**src/rtl/cp0_except_commit.sv**
```systemverilog
// -----------------------------------------------------------------------------
// cp0_except_commit
//
// Coprocessor-0 register file and exception-commit unit. Takes the exception
// code chosen by the memory-stage prioritiser, commits it into
// Status/Cause/EPC/BadVAddr, raises a pipeline flush with a redirect PC, and
// hosts MTC0/MFC0 access plus the optional Count/Compare timer.
//
// Build option:
//   CP0_TIMER_EN  defined   -> Count increments every second cycle and the
//                              Count/Compare timer interrupt is generated.
//                 undefined -> Count holds its written value, timer_int_o = 0.
//
// Ports:
//   clk, rst              rising-edge clock, synchronous active-high reset
//   excepttype_i [31:0]   0 none, 1 Int, 4 AdEL, 5 AdES, 8 Sys, 9 Bp,
//                         0xA RI, 0xC Ov, 0xE ERET
//   pc_i [31:0]           PC of the committing instruction
//   in_delayslot_i        committing instruction sits in a delay slot
//   bad_addr_i [31:0]     faulting address for AdEL/AdES
//   int_i [5:0]           external hardware interrupt lines
//   we_i, waddr_i, wdata_i   MTC0 write port
//   raddr_i, rdata_o         MFC0 read port (no write forwarding)
//   status_o, cause_o, epc_o, badvaddr_o, count_o, compare_o  register values
//   timer_int_o           Count/Compare interrupt pending
//   flush_o, newpc_o      pipeline flush and redirect target (same cycle)
// -----------------------------------------------------------------------------
module cp0_except_commit #(
  parameter logic [31:0] EXC_VECTOR = 32'hBFC0_0380,
  parameter logic [31:0] STATUS_RST = 32'h0040_0000
) (
  input  logic        clk,
  input  logic        rst,
  input  logic [31:0] excepttype_i,
  input  logic [31:0] pc_i,
  input  logic        in_delayslot_i,
  input  logic [31:0] bad_addr_i,
  input  logic [5:0]  int_i,
  input  logic        we_i,
  input  logic [4:0]  waddr_i,
  input  logic [31:0] wdata_i,
  input  logic [4:0]  raddr_i,
  output logic [31:0] rdata_o,
  output logic [31:0] status_o,
  output logic [31:0] cause_o,
  output logic [31:0] epc_o,
  output logic [31:0] badvaddr_o,
  output logic [31:0] count_o,
  output logic [31:0] compare_o,
  output logic        timer_int_o,
  output logic        flush_o,
  output logic [31:0] newpc_o
);

  typedef enum logic [4:0] {
    CP0_BADVADDR = 5'd8,
    CP0_COUNT    = 5'd9,
    CP0_COMPARE  = 5'd11,
    CP0_STATUS   = 5'd12,
    CP0_CAUSE    = 5'd13,
    CP0_EPC      = 5'd14
  } cp0_reg_e;

  localparam logic [31:0] EXC_INT  = 32'h0000_0001;
  localparam logic [31:0] EXC_ADEL = 32'h0000_0004;
  localparam logic [31:0] EXC_ADES = 32'h0000_0005;
  localparam logic [31:0] EXC_ERET = 32'h0000_000E;

  // Software-writable fields: Status IM[15:8], EXL, IE; Cause IP[9:8].
  localparam logic [31:0] STATUS_WMASK = 32'h0000_FF03;
  localparam logic [31:0] CAUSE_WMASK  = 32'h0000_0300;

  localparam int STATUS_EXL = 1;
  localparam int CAUSE_BD   = 31;

  logic [31:0] status_q;
  logic [31:0] cause_q;
  logic [31:0] cause_d;
  logic [31:0] epc_q;
  logic [31:0] badvaddr_q;
  logic [31:0] count_q;
  logic [31:0] compare_q;
  logic        timer_int_q;
  logic [5:0]  ip_sample;

  // ---------------------------------------------------------------------------
  // Commit decode
  // ---------------------------------------------------------------------------
  logic        exc_any;
  logic        is_eret;
  logic        is_exc;
  logic        is_addr_exc;
  logic        mtc0_en;
  logic        exl;
  logic [4:0]  exc_code;
  logic [31:0] exc_epc;

  assign exc_any     = (excepttype_i != 32'd0);
  assign is_eret     = (excepttype_i == EXC_ERET);
  assign is_exc      = exc_any && !is_eret;
  assign is_addr_exc = (excepttype_i == EXC_ADEL) || (excepttype_i == EXC_ADES);
  assign exl         = status_q[STATUS_EXL];

  // The interrupt pseudo-code 1 is architecturally ExcCode 0.
  assign exc_code    = (excepttype_i == EXC_INT) ? 5'd0 : excepttype_i[4:0];

  // A delay-slot fault restarts at the branch, one word earlier.
  assign exc_epc     = in_delayslot_i ? (pc_i - 32'd4) : pc_i;

  // Any exception (including ERET) squashes the MTC0 of the same instruction.
  assign mtc0_en     = we_i && !exc_any;

  logic wr_count;
  logic wr_compare;
  logic wr_status;
  logic wr_cause;
  logic wr_epc;

  assign wr_count   = mtc0_en && (waddr_i == CP0_COUNT);
  assign wr_compare = mtc0_en && (waddr_i == CP0_COMPARE);
  assign wr_status  = mtc0_en && (waddr_i == CP0_STATUS);
  assign wr_cause   = mtc0_en && (waddr_i == CP0_CAUSE);
  assign wr_epc     = mtc0_en && (waddr_i == CP0_EPC);

  // ---------------------------------------------------------------------------
  // Status
  // ---------------------------------------------------------------------------
  // NOTE: state registers use non-blocking assignments so every register in
  // the unit samples pre-edge values and simulation order cannot matter.
  always_ff @(posedge clk) begin
    if (rst) begin
      status_q <= STATUS_RST;
    end else if (is_exc) begin
      status_q[STATUS_EXL] <= 1'b1;
    end else if (is_eret) begin
      status_q[STATUS_EXL] <= 1'b0;
    end else if (wr_status) begin
      status_q <= (status_q & ~STATUS_WMASK) | (wdata_i & STATUS_WMASK);
    end
  end

  // ---------------------------------------------------------------------------
  // Cause: IP[15:10] follows the interrupt lines every cycle; BD and ExcCode
  // are written by exception commit; IP[9:8] are software interrupts.
  // ---------------------------------------------------------------------------
  // NOTE: every field of cause_d gets its default before the conditional
  // updates, so no path through this block can infer a latch.
  always_comb begin
    cause_d         = cause_q;
    cause_d[15:10]  = ip_sample;
    if (is_exc) begin
      cause_d[6:2] = exc_code;
      if (!exl) begin
        cause_d[CAUSE_BD] = in_delayslot_i;
      end
    end else if (wr_cause) begin
      cause_d = (cause_d & ~CAUSE_WMASK) | (wdata_i & CAUSE_WMASK);
    end
  end

  always_ff @(posedge clk) begin
    if (rst) begin
      cause_q <= 32'd0;
    end else begin
      cause_q <= cause_d;
    end
  end

  // ---------------------------------------------------------------------------
  // EPC: a nested exception (EXL already set) must keep the original return
  // address so the outer handler can still ERET correctly.
  // ---------------------------------------------------------------------------
  always_ff @(posedge clk) begin
    if (rst) begin
      epc_q <= 32'd0;
    end else if (is_exc && !exl) begin
      epc_q <= exc_epc;
    end else if (wr_epc) begin
      epc_q <= wdata_i;
    end
  end

  // BadVAddr is read-only to software; only address errors load it.
  always_ff @(posedge clk) begin
    if (rst) begin
      badvaddr_q <= 32'd0;
    end else if (is_exc && is_addr_exc) begin
      badvaddr_q <= bad_addr_i;
    end
  end

  always_ff @(posedge clk) begin
    if (rst) begin
      compare_q <= 32'd0;
    end else if (wr_compare) begin
      compare_q <= wdata_i;
    end
  end

  // ---------------------------------------------------------------------------
  // Count / timer
  // ---------------------------------------------------------------------------
`ifdef CP0_TIMER_EN
  logic tick_q;
  logic count_match;

  // Compare == 0 is treated as "timer disarmed".
  assign count_match = (compare_q != 32'd0) && (count_q == compare_q);

  always_ff @(posedge clk) begin
    if (rst) begin
      tick_q      <= 1'b0;
      count_q     <= 32'd0;
      timer_int_q <= 1'b0;
    end else begin
      tick_q <= ~tick_q;

      // A software write takes precedence over the half-rate increment.
      if (wr_count) begin
        count_q <= wdata_i;
      end else if (tick_q) begin
        count_q <= count_q + 32'd1;
      end

      // Writing Compare acknowledges the interrupt, even against a match.
      if (wr_compare) begin
        timer_int_q <= 1'b0;
      end else if (count_match) begin
        timer_int_q <= 1'b1;
      end
    end
  end

  assign ip_sample = {int_i[5] | timer_int_q, int_i[4:0]};
`else
  always_ff @(posedge clk) begin
    if (rst) begin
      count_q <= 32'd0;
    end else if (wr_count) begin
      count_q <= wdata_i;
    end
  end

  assign timer_int_q = 1'b0;
  assign ip_sample   = int_i;
`endif

  // ---------------------------------------------------------------------------
  // MFC0 read: purely from registered state, so a same-cycle MTC0 is not seen.
  // ---------------------------------------------------------------------------
  always_comb begin
    rdata_o = 32'd0;
    case (raddr_i)
      CP0_BADVADDR: rdata_o = badvaddr_q;
      CP0_COUNT:    rdata_o = count_q;
      CP0_COMPARE:  rdata_o = compare_q;
      CP0_STATUS:   rdata_o = status_q;
      CP0_CAUSE:    rdata_o = cause_q;
      CP0_EPC:      rdata_o = epc_q;
      default:      rdata_o = 32'd0;
    endcase
  end

  // ---------------------------------------------------------------------------
  // Flush / redirect
  // ---------------------------------------------------------------------------
  assign flush_o     = exc_any;
  assign newpc_o     = is_eret ? epc_q : EXC_VECTOR;

  assign status_o    = status_q;
  assign cause_o     = cause_q;
  assign epc_o       = epc_q;
  assign badvaddr_o  = badvaddr_q;
  assign count_o     = count_q;
  assign compare_o   = compare_q;
  assign timer_int_o = timer_int_q;

endmodule
```
**config.mk**
```make
export PLATFORM = sky130hd
export DESIGN_NAME = cp0_except_commit
export DESIGN_NICKNAME = d
export VERILOG_FILES = /design/src/rtl/cp0_except_commit.sv
export SDC_FILE = /design/constraint.sdc
export NUM_CORES = 1
export LEC_CHECK = 0
export BUFFER_PORTS_ARGS = -buffer_cell sky130_fd_sc_hd__buf_4
export CAP_MARGIN = 10
export CORE_UTILIZATION = 26
export CTS_CLUSTER_SIZE = 30
export DETAILED_ROUTE_END_ITERATION = 8
export GPL_ROUTABILITY_DRIVEN = 1
export GPL_TIMING_DRIVEN = 0
export PLACE_DENSITY = 0.58
export SKIP_LAST_GASP = 1
export SYNTH_ARGS = -nofsm -noshare
export SYNTH_HDL_FRONTEND = slang
export SYNTH_SLANG_ARGS = --single-unit
```
**constraint.sdc**
```tcl
create_clock -name clk -period 5 [get_ports clk]
set_input_delay 0 -clock clk [delete_from_list [all_inputs] [get_ports clk]]
set_output_delay 0 -clock clk [all_outputs]
set_load 0.02 [all_outputs]
```
==> flow_summary_export.csv, run 1 <==
group,metric,value,unit
run_status,outcome,"finished clean",
sta,fin_setup_tns,0,ns
worst_hold_path,worstHoldPathType,"primary input to flop",
logic_synthesis,synth-compound-area-share,0.239,
sta,timing_worst_slew_pin_value,1.15,ns
clocking,tritoncts,"done",
grt,grt_max_degree,17,
sta,finalCritPeriodShare,0.619,
finish,multi_input_gate_area,4340,um^2
floorplan,die-area,31200,um^2
floorplan,die-height,177,um
sta,unrepaired_setup_endpoints_after_global_routing,"no",
power,power.switching,816,uW
logic_synthesis,postSynthRegisterBits,152,
logic_synthesis,yosysMostFrequentCell,"sky130_fd_sc_hd__dfxtp_1",
finish,finalNetCount,1657,
worst_setup_path,crit_arrival,3.09,ns
worst_setup_path,setup.worst_path.class,"primary input to output port",
place,gpl.final_weighted_congestion,0.890,
power,leakage,5.26,nW
logic_synthesis,synth_adder_area_share,0.00158,
finish,drive_above_1_share,0.306,
sta,fin_crit,3.09,ns
worst_setup_path,endpoint,"newpc_o[23]",
worst_setup_path,reg_to_reg_startpoint,"status_o[1]",
logic_synthesis,ys.flop_type,"sky130_fd_sc_hd__dfxtp_1",
logic_synthesis,yosysSeqAreaShare,0.384,
grt,number_of_global_route_vias_before_repair,9120,
logic_synthesis,synth.cell_area,7920,um^2
detailed_routing,drtIter0Drc,860,
floorplan,die_boundary_width,177,um
floorplan,placementRows,63,
sta,setup-violations-final,0,
place,place_area,11300,um^2
finish,num_antenna_cells,0,
power,power_total,3.05,mW
clocking,cts_buffer_depth,2,
logic_synthesis,synth_area_leaders,"sky130_fd_sc_hd__dfxtp_1 (38%), sky130_fd_sc_hd__nand3_1 (7.3%), sky130_fd_sc_hd__a22oi_1 (7.2%)",
sta,final_count_of_hold_timing_violations,0,
clocking,cts-root-buf,"sky130_fd_sc_hd__clkbuf_16",
flow_run,drv_cap,0,
power,power.share.clock,0.440,
power,vdd_ir_drop_max,0.195,mV
logic_synthesis,parity_gate_share_of_the_synthesized_area_counting_xor_and_xnor_cells,0.0144,
power,power_frac_comb,0.144,
sta,layout_setup_ws,1.91,ns
grt,grt_remaining_overflow,0,
worst_setup_path,cp_max_fo,10,
grt,grt_antenna_before_repair,0,
sta,fmaxAchievable,0.323,GHz
logic_synthesis,asyncSetResetFlopFracSynth,0,
sta,final-max-slew-violation-count,0,
finish,layout.area.seq,3040,um^2
power,powerDensity,238,nW/um^2
clocking,cts_made_buffers,17,
sta,whs,0.000866,ns
grt,wire_length_of_the_first_global_routing_pass,58200,um
power,power.sequential.fraction,0.416,
worst_setup_path,required,5.00,ns
logic_synthesis,syn_inst,996,
grt,global_router_s_overall_resource_usage,0.252,
worst_setup_path,worstSetupStartpoint,"excepttype_i[4]",
detailed_routing,vias,9836,
logic_synthesis,synthDistinctLibCells,50,
detailed_routing,detail_route.first_pass.iterations,7,
logic_synthesis,synth_simple_gate_area_frac,0.230,
floorplan,core_region_area,29800,um^2
place,dpl.hpwl,32600,um
sta,timing.max_slew.rel_slack,0.224,
finish,synthToLayoutAreaGrowth,61.5,%
logic_synthesis,dominant_combinational_cell_family_by_area_after_synthesis,"compound AO/OA/AOI/OAI gates",
logic_synthesis,synth_common_cells,"sky130_fd_sc_hd__dfxtp_1 (152), sky130_fd_sc_hd__nand3_1 (115), sky130_fd_sc_hd__a21oi_1 (93)",
logic_synthesis,synth_mux_area_frac,0.0430,
worst_setup_path,timing.critical_path.to_type,"output port",
place,place.port_buffers,362,
clocking,path_clk_slew,0.07,ns
sta,timing.clock.skew,0.00504,ns
clocking,htree_levels,4,
worst_setup_path,setup.reg_to_reg.worst_slack,2.84,ns
detailed_routing,remaining_drc_errors,0,
worst_setup_path,start_kind,"primary input",
logic_synthesis,postSynthAreaPerCell,7.95,um^2
place,post-place-ws,2.43,ns
logic_synthesis,synthDominantCellAreaShare,0.384,
logic_synthesis,synth_edf_count,0,
worst_setup_path,worstReg2RegEnd,"epc_o[16]",
clocking,cts.sinks,152,
logic_synthesis,ys.warnings.count,0,
power,power.internal,2.23,mW
clocking,worstSkewPairLatency,0.43,ns
finish,nFillCells,3048,
detailed_routing,detail_route.vias_per_cell,5.15,
detailed_routing,detail_route.wl_per_cell,21.4,um
worst_setup_path,number_of_cells_traversed_by_the_worst_register_to_register_path,4,
logic_synthesis,synth_top_cell_by_area,"sky130_fd_sc_hd__dfxtp_1",
detailed_routing,postRouteWirelength,41000,um
floorplan,floorplan.initialDensity,0.266,
power,swShare,0.268,
finish,layout.cell_area.non_filler,12800,um^2
detailed_routing,detail-route-antenna-nets,0,
floorplan,ios,406,
==> worst max-delay path, cell delays in order <==
cell and delay, ns:
sky130_fd_sc_hd__dlygate4sd3_1 0.54, sky130_fd_sc_hd__buf_4 0.14, sky130_fd_sc_hd__or4_1 0.51, sky130_fd_sc_hd__clkbuf_1 0.18, sky130_fd_sc_hd__nor3_1 0.39, sky130_fd_sc_hd__and3_1 0.47
sky130_fd_sc_hd__clkbuf_1 0.53, sky130_fd_sc_hd__nand2b_1 0.14, sky130_fd_sc_hd__buf_4 0.19
==> area by class of cell <==
cell class	instances	area share
flip-flops and latches	152	0.238
inverters	2	0.000587
well taps	390	0.0381
clock inverters	14	0.0136
multi-input cells	749	0.339
clock buffers	18	0.0335
repair buffers	454	0.284
plain buffers	132	0.0532
==> timing repair <==
action	CTS	global route
setup buffers	0	0
setup endpoints to repair	0	0
endpoints found under the hold margin	152	0
hold buffers	91	0
gates resized for setup	0	0
==> stage by stage <==
step,util,std cells
after CTS,0.429,1911
after detailed placement,0.379,1788
after global placement,0.378,1787
after floorplan,-,1035
final,0.429,1911
after global routing,0.429,1911
==> flip-flops by register name, indices dropped and copies added, names as in the netlist <==
register / cells
count_o: 32
epc_o: 32
status_o: 10
badvaddr_o: 32
compare_o: 32
cause_o: 14
==> worst min path at each step <==
stage                          from          end  slack (ns)  depth (start not counted)
floorplan           excepttype_i[4]   cause_o[6]        0.12                          2
global placement           int_i[0]  cause_o[10]        0.21                          2
detailed placement         int_i[1]  cause_o[11]        0.22                          2
CTS                      waddr_i[0]   cause_o[8]      0.0004                          3
global route                pc_i[7]     epc_o[7]        0.03                          4
finish                     pc_i[30]    epc_o[30]      0.0009                          4
==> cells by family (layout without fill, tap and decap cells) <==
logic type	after synthesis	after routing
and+or+nand+nor	353	353
muxes	34	34
xor gates and xnor gates	13	13
adders and majority gates	1	1
AOI/OAI and AO/OA	307	307
other	2	41
DFF	152	152
buffers and inverters	134	620
==> cell usage in the layout, fill, tap and decap left out, types with 4 or more instances in the layout <==
master	Yosys	routed
sky130_fd_sc_hd__a222oi_1	9	9
sky130_fd_sc_hd__nand2b_1	16	16
sky130_fd_sc_hd__conb_1	2	41
sky130_fd_sc_hd__or3_1	4	4
sky130_fd_sc_hd__clkbuf_1	70	71
sky130_fd_sc_hd__dfxtp_1	152	152
sky130_fd_sc_hd__nor2b_1	8	8
sky130_fd_sc_hd__nor2_1	53	53
sky130_fd_sc_hd__a31oi_1	15	15
sky130_fd_sc_hd__buf_4	44	407
sky130_fd_sc_hd__nor3_1	10	10
sky130_fd_sc_hd__nand4_1	6	6
sky130_fd_sc_hd__nor4_1	28	28
sky130_fd_sc_hd__and2_1	21	21
sky130_fd_sc_hd__o21ai_0	87	87
sky130_fd_sc_hd__or4_1	5	5
sky130_fd_sc_hd__nand2_1	62	62
sky130_fd_sc_hd__nand3b_1	5	5
sky130_fd_sc_hd__dlygate4sd3_1	0	91
sky130_fd_sc_hd__xnor2_1	7	7
sky130_fd_sc_hd__mux2i_1	34	34
sky130_fd_sc_hd__o31a_1	11	11
sky130_fd_sc_hd__a22oi_1	76	76
sky130_fd_sc_hd__clkbuf_16	0	17
sky130_fd_sc_hd__clkinvlp_4	0	4
sky130_fd_sc_hd__a21oi_1	93	93
sky130_fd_sc_hd__xor2_1	6	6
sky130_fd_sc_hd__buf_2	16	16
sky130_fd_sc_hd__nand3_1	115	115
==> power by group through the flow <==
| stage | sequential (mW) | clock, mW | combinational (mW) |
|---|---|---|---|
| 2_1_floorplan | 1.30 | 0 | 0.149 |
| 3_3_place_gp | 1.29 | 0 | 0.372 |
| 3_5_place_dp | 1.29 | 0 | 0.375 |
| 4_1_cts | 1.26 | 1.36 | 0.436 |
| 5_1_grt | 1.27 | 1.41 | 0.467 |
| 6_report | 1.27 | 1.34 | 0.440 |
==> metal layers <==
| layer | global-route usage | vias up | routed length [um] |
|---|---|---|---|
| met5 | 0 | - | 0 |
| met4 | 0.0923 | 0 | 1260 |
| met3 | 0.0461 | 66 | 3090 |
| met2 | 0.412 | 497 | 19000 |
| met1 | 0.330 | 4651 | 17700 |
| li1 | - | 4622 | - |
No activity file was read; power rests on OpenSTA's default activity.
==> run 2: changes to the inputs <==
==> constraint.sdc (replaced) <==
create_clock -name clk -period 3 [get_ports clk]
set_input_delay 0 -clock clk [delete_from_list [all_inputs] [get_ports clk]]
set_output_delay 0 -clock clk [all_outputs]
set_load 0.02 [all_outputs]
==> flow_summary_export.csv, run 2 (synthesized netlist as in run 1, its figures left out) <==
group,metric,value,unit
place,dpl.hpwl,32600,um
power,power.share.clock,0.441,
worst_setup_path,setup.worst_path.class,"primary input to flop",
power,swShare,0.269,
grt,wire_length_of_the_first_global_routing_pass,58200,um
grt,grt_max_degree,17,
clocking,cts.sinks,152,
grt,grt_antenna_before_repair,0,
detailed_routing,detail-route-antenna-nets,0,
detailed_routing,postRouteWirelength,41000,um
sta,unrepaired_setup_endpoints_after_global_routing,"no",
power,power.sequential.fraction,0.415,
power,powerDensity,398,nW/um^2
worst_hold_path,timing.hold.worst_path_depth,4,
worst_setup_path,required,3.37,ns
sta,setup-violations-final,0,
finish,drive_above_1_share,0.306,
clocking,post-cts-setup-buffers,0,
place,post-place-ws,0.429,ns
finish,final_util,0.429,
worst_hold_path,worstHoldStart,"pc_i[30]",
sta,timing.max_slew.rel_slack,0.220,
clocking,path_clk_slew,0.07,ns
grt,number_of_global_route_vias_before_repair,9127,
flow_run,drv_cap,0,
finish,layout.cell_area.non_filler,12800,um^2
detailed_routing,detail_route.first_pass.iterations,8,
floorplan,ios,406,
floorplan,placementRows,63,
floorplan,die-area,31200,um^2
worst_setup_path,cp_slowest_cell,"sky130_fd_sc_hd__nor4b_2",
sta,fin_setup_tns,0,ns
floorplan,floorplan.initialDensity,0.266,
grt,grt_remaining_overflow,0,
power,power.switching,1.37,mW
clocking,cts-root-buf,"sky130_fd_sc_hd__clkbuf_16",
detailed_routing,detail_route.wl_per_cell,21.4,um
worst_setup_path,worstReg2RegEnd,"epc_o[1]",
sta,layout_setup_ws,0.285,ns
sta,final-max-slew-violation-count,0,
power,power.internal,3.72,mW
sta,timing.clock.skew,0.00506,ns
worst_setup_path,crit_arrival,3.09,ns
worst_setup_path,setup.reg_to_reg.worst_slack,0.85,ns
power,power_total,5.09,mW
worst_setup_path,crit_top_cell,"sky130_fd_sc_hd__dlygate4sd3_1",
power,power_frac_comb,0.144,
finish,finalNetCount,1657,
place,gpl.final_weighted_congestion,0.890,
detailed_routing,vias,9784,
worst_setup_path,worst_path_largest_cell_delay,0.79,ns
worst_hold_path,hold_path_end,"epc_o[30]",
clocking,worstSkewPairLatency,0.43,ns
finish,layout.cells.most_common,"sky130_fd_sc_hd__buf_4",
grt,global_router_s_overall_resource_usage,0.253,
sta,final_count_of_hold_timing_violations,0,
detailed_routing,remaining_drc_errors,0,
floorplan,die-height,177,um
clocking,tritoncts,"done",
clocking,htree_levels,4,
sta,fin_crit,2.71,ns
finish,most_used_cells_in_the_layout_excluding_fill_and_tap_cells,"sky130_fd_sc_hd__buf_4 (407), sky130_fd_sc_hd__dfxtp_1 (152), sky130_fd_sc_hd__nand3_1 (115), sky130_fd_sc_hd__a21oi_1 (93), sky130_fd_sc_hd__dlygate4sd3_1 (91)",
clocking,cts_buffer_depth,2,
power,vdd_ir_drop_max,0.325,mV
sta,fmaxAchievable,0.368,GHz
detailed_routing,drtIter0Drc,831,
sta,finalCritPeriodShare,0.905,
floorplan,core_region_area,29800,um^2
worst_setup_path,start_kind,"primary input",
worst_setup_path,worstPathBufferInverterCount,3,
worst_setup_path,number_of_cells_traversed_by_the_worst_register_to_register_path,4,
finish,num_antenna_cells,0,
worst_setup_path,timing.critical_path.to_type,"flop",
worst_setup_path,path_delay_family,"simple AND/OR/NAND/NOR gates",
worst_hold_path,worstHoldPathType,"primary input to flop",
place,place.port_buffers,362,
clocking,cts_made_buffers,17,
worst_setup_path,critical_path.cell_chain,"dlygate4sd3_1, buf_4, nor4b_2, nand3b_1, nor4_1, xnor2_1, o311ai_0, dlygate4sd3_1",
finish,synthToLayoutAreaGrowth,61.5,%
detailed_routing,detail_route.vias_per_cell,5.12,
worst_setup_path,cp_max_fo,9,
place,place_area,11300,um^2
sta,timing_worst_slew_pin_value,1.16,ns
floorplan,die_boundary_width,177,um
worst_setup_path,reg_to_reg_startpoint,"status_o[1]",
power,leakage,5.26,nW
run_status,outcome,"finished clean",
## run 2: metrics by stage
stage	hold WS, ns	cells
2_1_floorplan	0.117	1035
3_3_place_gp	0.214	1787
3_5_place_dp	0.223	1788
4_1_cts	0.000408	1911
5_1_grt	0.0312	1911
6_report	0.00236	1911
## run 2: final cells by class
type | count | area (um^2)
plain buffers | 132 | 681
clock buffers | 18 | 429
clock inverters | 14 | 174
fillers | 3048 | 17000
inverters | 2 | 7.51
multi-input cells | 749 | 4340
flip-flops and latches | 152 | 3040
well taps | 390 | 488
repair buffers | 454 | 3640
## run 2: how the worst max path moves through the flow
stage	startpoint	endpoint	slack, ns	cells past startpoint
after floorplan	pc_i[8]	epc_o[20]	1.12	6
after global placement	excepttype_i[5]	badvaddr_o[5]	0.16	7
after detailed placement	excepttype_i[5]	newpc_o[13]	0.43	8
after CTS	pc_i[4]	epc_o[31]	0.21	8
after global routing	in_delayslot_i	epc_o[31]	0.02	8
final	pc_i[4]	epc_o[31]	0.29	8
## run 2: routing by layer
layer,global-route usage,wire length (um)
met1,0.330,17800
met2,0.412,19000
met3,0.0461,2920
met4,0.0923,1250
met5,0,0
## run 2: worst reg2reg max path, delay by kind of cell (launching register included)
family,cells,cell delay (ns)
buffers and inverters,1,0.61
AOI/OAI and AO/OA,3,1.10
DFF,1,0.37
## run 2: power groups by stage
| stage | combinational [mW] | sequential, mW | clock, mW |
|---|---|---|---|
| finish | 0.734 | 2.11 | 2.24 |
| global route | 0.778 | 2.11 | 2.34 |
| CTS | 0.726 | 2.11 | 2.26 |
| detailed placement | 0.625 | 2.15 | 0 |
| global placement | 0.621 | 2.15 | 0 |
| floorplan | 0.249 | 2.17 | 0 |
## run 2: repair_timing
action	4_1_cts	5_1_grt
hold endpoints to repair	152	0
resized for setup	0	0
hold buffers	91	0
